--- config.mk ---
export PLATFORM = sky130hd
export DESIGN_NAME = power_level_sequencer
export DESIGN_NICKNAME = d
export VERILOG_FILES = /design/src/rtl/power_level_sequencer.sv
export SDC_FILE = /design/constraint.sdc
export NUM_CORES = 1
export LEC_CHECK = 0
export ABC_AREA = 0
export CORE_MARGIN = 2
export CORE_UTILIZATION = 52
export DETAILED_ROUTE_END_ITERATION = 6
export GPL_TIMING_DRIVEN = 0
export PLACE_DENSITY_LB_ADDON = 0.25
export RECOVER_POWER = 50
export SETUP_SLACK_MARGIN = 0.2
export SLEW_MARGIN = 20
export SYNTH_ARGS = -nofsm -noshare
export SYNTH_HDL_FRONTEND = slang
export SYNTH_SLANG_ARGS = --single-unit
--- constraint.sdc ---
create_clock -name clk -period 4.35 [get_ports clk]
set_input_delay 0.87 -clock clk [delete_from_list [all_inputs] [get_ports clk]]
set_output_delay 0.87 -clock clk [all_outputs]
set_load 0.1 [all_outputs]
--- src/rtl/power_level_sequencer.sv ---
// Ramps the power-stage level one LSB per STEP_CYC clocks toward the target chosen by a one-hot
// setting; a multi-hot setting latches a fault and ramps the level back to zero.
module power_level_sequencer #(
   parameter int W         = 8,
   parameter int TRAIN_LVL = 16,
   parameter int DUEL_LVL  = 64,
   parameter int BULK_LVL  = 255,
   parameter int STEP_CYC  = 4
) (
   input  logic         clk,
   input  logic         rst,
   input  logic [2:0]   powSet,
   input  logic         fault_clr,
   output logic [W-1:0] level,
   output logic [1:0]   mode,
   output logic         ramping,
   output logic         at_target,
   output logic         fault
);
   localparam int CW = $clog2(STEP_CYC);

   typedef enum logic [1:0] {OFF, RAMP, HOLD, FLT} state_t;

   state_t         state_q, state_d;
   logic [2:0]     pow_q;
   logic [W-1:0]   tgt_q, tgt_d, level_d;
   logic [CW-1:0]  step_q, step_d;
   logic [1:0]     mode_d;
   logic           ramping_d, at_target_d, fault_d;

   logic           dec_vld;
   logic [W-1:0]   dec_tgt;
   logic [1:0]     dec_mode;
   logic           step_now;
   logic [W-1:0]   step_lvl;

   always_comb begin
      dec_vld  = 1'b1;
      dec_tgt  = '0;
      dec_mode = 2'd0;
      case (pow_q)
         3'b000: ;
         3'b001: begin dec_tgt = W'(TRAIN_LVL); dec_mode = 2'd1; end
         3'b010: begin dec_tgt = W'(DUEL_LVL);  dec_mode = 2'd2; end
         3'b100: begin dec_tgt = W'(BULK_LVL);  dec_mode = 2'd3; end
         default: dec_vld = 1'b0;
      endcase
   end

   // In FAULT tgt_q is held at zero, so the same step arithmetic walks the level down.
   assign step_now = (step_q == CW'(STEP_CYC - 1));
   assign step_lvl = (level < tgt_q) ? level + W'(1) : level - W'(1);

   always_comb begin
      state_d     = state_q;
      level_d     = level;
      tgt_d       = tgt_q;
      step_d      = step_q;
      mode_d      = mode;
      ramping_d   = ramping;
      at_target_d = at_target;
      fault_d     = fault;

      if (!dec_vld && state_q != FLT) begin
         state_d     = FLT;
         fault_d     = 1'b1;
         mode_d      = 2'd0;
         at_target_d = 1'b0;
         tgt_d       = '0;
         step_d      = '0;
         ramping_d   = (level != '0);
      end else if (state_q == FLT) begin
         if (dec_vld && fault_clr && level == '0) begin
            state_d = OFF;
            fault_d = 1'b0;
            step_d  = '0;
         end else if (level != '0) begin
            if (step_now) begin
               step_d  = '0;
               level_d = step_lvl;
               if (step_lvl == '0)
                  ramping_d = 1'b0;
            end else begin
               step_d = step_q + CW'(1);
            end
         end
      end else begin
         case (state_q)
            OFF: begin
               if (dec_tgt != '0) begin
                  state_d   = RAMP;
                  tgt_d     = dec_tgt;
                  mode_d    = dec_mode;
                  step_d    = '0;
                  ramping_d = 1'b1;
               end
            end
            RAMP: begin
               if (dec_tgt != tgt_q) begin
                  tgt_d  = dec_tgt;
                  mode_d = dec_mode;
                  step_d = '0;
                  // A retarget that lands exactly on the current level settles at once.
                  if (dec_tgt == level) begin
                     state_d     = (dec_tgt != '0) ? HOLD : OFF;
                     ramping_d   = 1'b0;
                     at_target_d = (dec_tgt != '0);
                  end
               end else if (step_now) begin
                  step_d  = '0;
                  level_d = step_lvl;
                  if (step_lvl == tgt_q) begin
                     state_d     = (tgt_q != '0) ? HOLD : OFF;
                     ramping_d   = 1'b0;
                     at_target_d = (tgt_q != '0);
                  end
               end else begin
                  step_d = step_q + CW'(1);
               end
            end
            HOLD: begin
               if (dec_tgt != tgt_q) begin
                  state_d     = RAMP;
                  tgt_d       = dec_tgt;
                  mode_d      = dec_mode;
                  step_d      = '0;
                  ramping_d   = 1'b1;
                  at_target_d = 1'b0;
               end
            end
            default: ;
         endcase
      end
   end

   always_ff @(posedge clk or posedge rst) begin
      if (rst) begin
         state_q   <= OFF;
         pow_q     <= '0;
         tgt_q     <= '0;
         step_q    <= '0;
         level     <= '0;
         mode      <= 2'd0;
         ramping   <= 1'b0;
         at_target <= 1'b0;
         fault     <= 1'b0;
      end else begin
         state_q   <= state_d;
         pow_q     <= powSet;
         tgt_q     <= tgt_d;
         step_q    <= step_d;
         level     <= level_d;
         mode      <= mode_d;
         ramping   <= ramping_d;
         at_target <= at_target_d;
         fault     <= fault_d;
      end
   end
endmodule

==> key figures <==
STA
  • Slew Limit Headroom: 35.2%
  • Final Critical Period: ~4200 ps
  • Final setup TNS: 0 ps
  • Worst slew pin tran: around 970 ps
  • Setup Viol. Count Final: 0
  • Hold Vio Cnt, Final: 0
  • Clock skew: 2.94 ps
  • Period utilization: 95.5%
  • RSZ-0062 raised after global routing: yes
  • Fin. max-slew vios: 0
  • Max Freq: 241 MHz
  • Hold slack: 498 ps

Synthesis
  • Syn Nets: 269
  • Sequential area share after synthesis: 25.6%
  • Syn Inst Count: 240
  • Yosys reg bits: 21
  • Post-synth top area cell: dfrtp_1
  • Async SR Flop Fraction: 100%
  • Syn avg cell area: 8.54 sq um
  • Yosys warning count: 0
  • Top post-synthesis cells by area: dfrtp_1, ha_1, nand2_1, nor2_1, xnor2_1
  • Synth unique cells: 59
  • Mapped Area: slightly above 0.002 sq mm
  • Ys flop type: dfrtp_1
  • Number of flops mapped to enable cells by yosys: 0
  • Yosys top cell area share: 25.6%

Global route
  • First-pass GRT wire length: 8.27 mm
  • GRT Overall Usage: roughly 24%
  • Initial antenna violation count: 0
  • Vias in the first global route: around 1800
  • Overflow after GRT: 0
  • Largest net degree at the start of global routing: 22

Clocking
  • CTS tree: yes
  • CTS Buf Count: 3
  • CTS H-tree depth: 1
  • CTS root buf: clkbuf_8
  • Hold_buf cts: 0
  • CTS Sinks: 21
  • Clock Latency Late Sink: 270 ps
  • Reg clk slew, reported paths: 80 ps
  • Max clock buf depth: 2

Floorplan
  • DIE HEIGHT: 66.8 um
  • Core area: 0.00372 sq mm
  • Die area: around 0.0045 sq mm
  • Row Count: 22
  • Starting Density: 55.2%
  • I/O pin count: 19
  • Die width: around 67 um

Setup path
  • Crit-path slowest cell: or4_4
  • Crit path cell chain: buf_6 > clkinv_8 > ha_4 > nor2b_4 > o211ai_1 > a21oi_2 > or2_4 > clkbuf_16 > ha_4 > nor2_1 > nor2_2 > mux2_4 > o32a_1 > or4_4 > o31ai_4 > nand4_1 > mux2_4
  • Max incr delay on CP: 510 ps
  • CP delay by family, top: simple AND/OR/NAND/NOR gates
  • Critical Path End Type: flop
  • CP Launch Type: flop
  • Worst Path Arrival: about 4300 ps
  • WS Path Type: flop to flop
  • Critical path buffers and inverters: 3
  • Worst-path maximum fanout: 7
  • Critical path required time: 4510 ps

Placed design
  • Global placer's final weighted congestion: 0.899
  • DPL Wire Length: 3.50 mm
  • Placed insts: about 310
  • I/O Buffers: 18

Drt
  • Drt pass-1 iters: 4
  • # DRC: 0
  • Vias: 1895
  • Drt wl/cell: 15.9 um
  • Vias per cell: 5.92
  • Routed WL: 5.09 mm
  • Antenna Nets Post-Route: 0
  • Initial DRC Count: roughly 110

Cells and area
  • Layout net count: approximately 300
  • Final std cells w/o fill: between 300 and 400
  • Layout Utilization: a little under three quarters
  • Leading cell type in the layout, fill and taps excluded: nand2_1
  • Filler cell count: roughly 300
  • Most frequent cells in the layout: nand2_1, nor2_1, ha_1, dfrtp_1, clkdlybuf4s50_1
  • Syn-to-layout area delta: 29.6%
  • Inserted Diodes: 0
  • Fraction of layout cells with a size suffix above 1: between 20% and 30%

Pwr
  • Pleak: around 1.1 nW
  • PD cells: 736 mW/mm^2
  • Total Power: 0.00196 W
  • Max VDD drop: around 0.40 mV

Worst hold path
  • Hold Path Class: flop to flop

Run
  • Max_cap viols: 0

Outcome
  • Status: finished, final reports clean
[logic make-up (layout without fill, tap and decap cells)]
logic type,after synthesis,count (layout),share of synthesized area (%)
AND/OR/NAND/NOR,88,88,23.2
AO/OA/AOI/OAI,62,62,22.0
buffers and inverters,26,58,5.19
adder cells (fa/ha/maj),25,25,15.4
flip-flops,21,21,25.6
XOR/XNOR,12,12,5.13
multiplexers,6,6,3.42
[power by group]
| part | internal (W) | total (W) | leakage [nW] | switching [W] |
|---|---|---|---|---|
| Clock | 0.0000640 | 0.000135 | 0.0255 | 0.0000710 |
| Combinational | 0.000697 | 0.00155 | 0.795 | 0.000853 |
| Sequential | 0.000233 | 0.000270 | 0.258 | 0.0000377 |
[sequential cells by signal, indices dropped and copies added (netlist names)]
name and flops:
tgt_q 2, level 8, fault 1, ramping 1, step_q 2, mode 1, at_target 1, state_q 2
pow_q 3
[worst register-to-register path: cells and delay by family (launching register included)]
family / cells / cell delay, ps
AND/OR/NAND/NOR: 6 / 1300
flip-flops: 1 / 380
buffers and inverters: 3 / 380
multiplexers: 2 / 640
adder cells (fa/ha/maj): 2 / 550
AO/OA/AOI/OAI: 4 / 830
[repair_timing]
action	4_1_cts	5_1_grt
cloned	0	1
endpoints found under the hold margin	0	0
setup buffers	3	6
pin swaps	5	4
endpoints found under the setup margin	4	4
gates resized for setup	13	15
[layer usage]
layer | part of all wire (%) | global-route usage (%) | vias to the layer above
met4 | 2.1 | 7.65 | 0
met3 | 3.9 | 3.04 | 10
met1 | 48 | 33.2 | 888
met5 | 0 | 0 | -
li1 | - | - | 954
met2 | 46 | 39.1 | 43
[synth_stat cells, drive strengths merged, types with 2 or more instances]
| master | count |
|---|---|
| nand2b | 4 |
| nor3b | 6 |
| xnor2 | 7 |
| xor2 | 5 |
| buf | 3 |
| a21o | 2 |
| nor4b | 2 |
| a21oi | 12 |
| and2 | 4 |
| o21ai | 14 |
| o31ai | 6 |
| nor2 | 19 |
| a22oi | 2 |
| o22ai | 2 |
| o311ai | 2 |
| nand2 | 23 |
| a221oi | 3 |
| maj3 | 2 |
| and3b | 2 |
| or3 | 2 |
| o2111a | 2 |
| nor3 | 3 |
| dfrtp | 21 |
| mux2 | 5 |
| nand4 | 5 |
| or4b | 2 |
| nor4 | 5 |
| ha | 22 |
| nand3 | 4 |
| o211ai | 3 |
| clkbuf | 9 |
| inv | 14 |
| a211oi | 3 |
| a211o | 2 |
| a22o | 2 |
[metrics by stage]
step	worst slack, ps	area [sq um]
2_1_floorplan	211	2170
3_3_place_gp	-74.5	2410
3_5_place_dp	-119	2410
4_1_cts	158	2540
5_1_grt	38.7	2660
6_report	195	2660
[worst paths after layout]
| kind | depth (start not counted) | start | slack [ps] | end |
|---|---|---|---|---|
| worst min register to register | 2 | step_q[1] | 500 | step_q[1] |
| worst min-delay path | 2 | step_q[1] | 500 | step_q[1] |
| min in group asynchronous | 2 | rst | 1190 | level[3] |
| worst max-delay path | 17 | tgt_q[5] | 200 | ramping |
| max in group asynchronous | 2 | rst | 2580 | level[5] |
| worst max register to register | 17 | tgt_q[5] | 200 | ramping |
[layout make-up]
cell class	count	area, sq um	share of cell area, %
multi-input cells	193	1590	60.0
flip-flops and latches	21	548	20.6
repair buffers	28	259	9.75
plain buffers	12	81.3	3.06
inverters	14	67.6	2.54
well taps	48	60.1	2.26
clock buffers	3	41.3	1.55
clock inverters	1	5.00	0.188
Power figures use the tool's default switching activity.
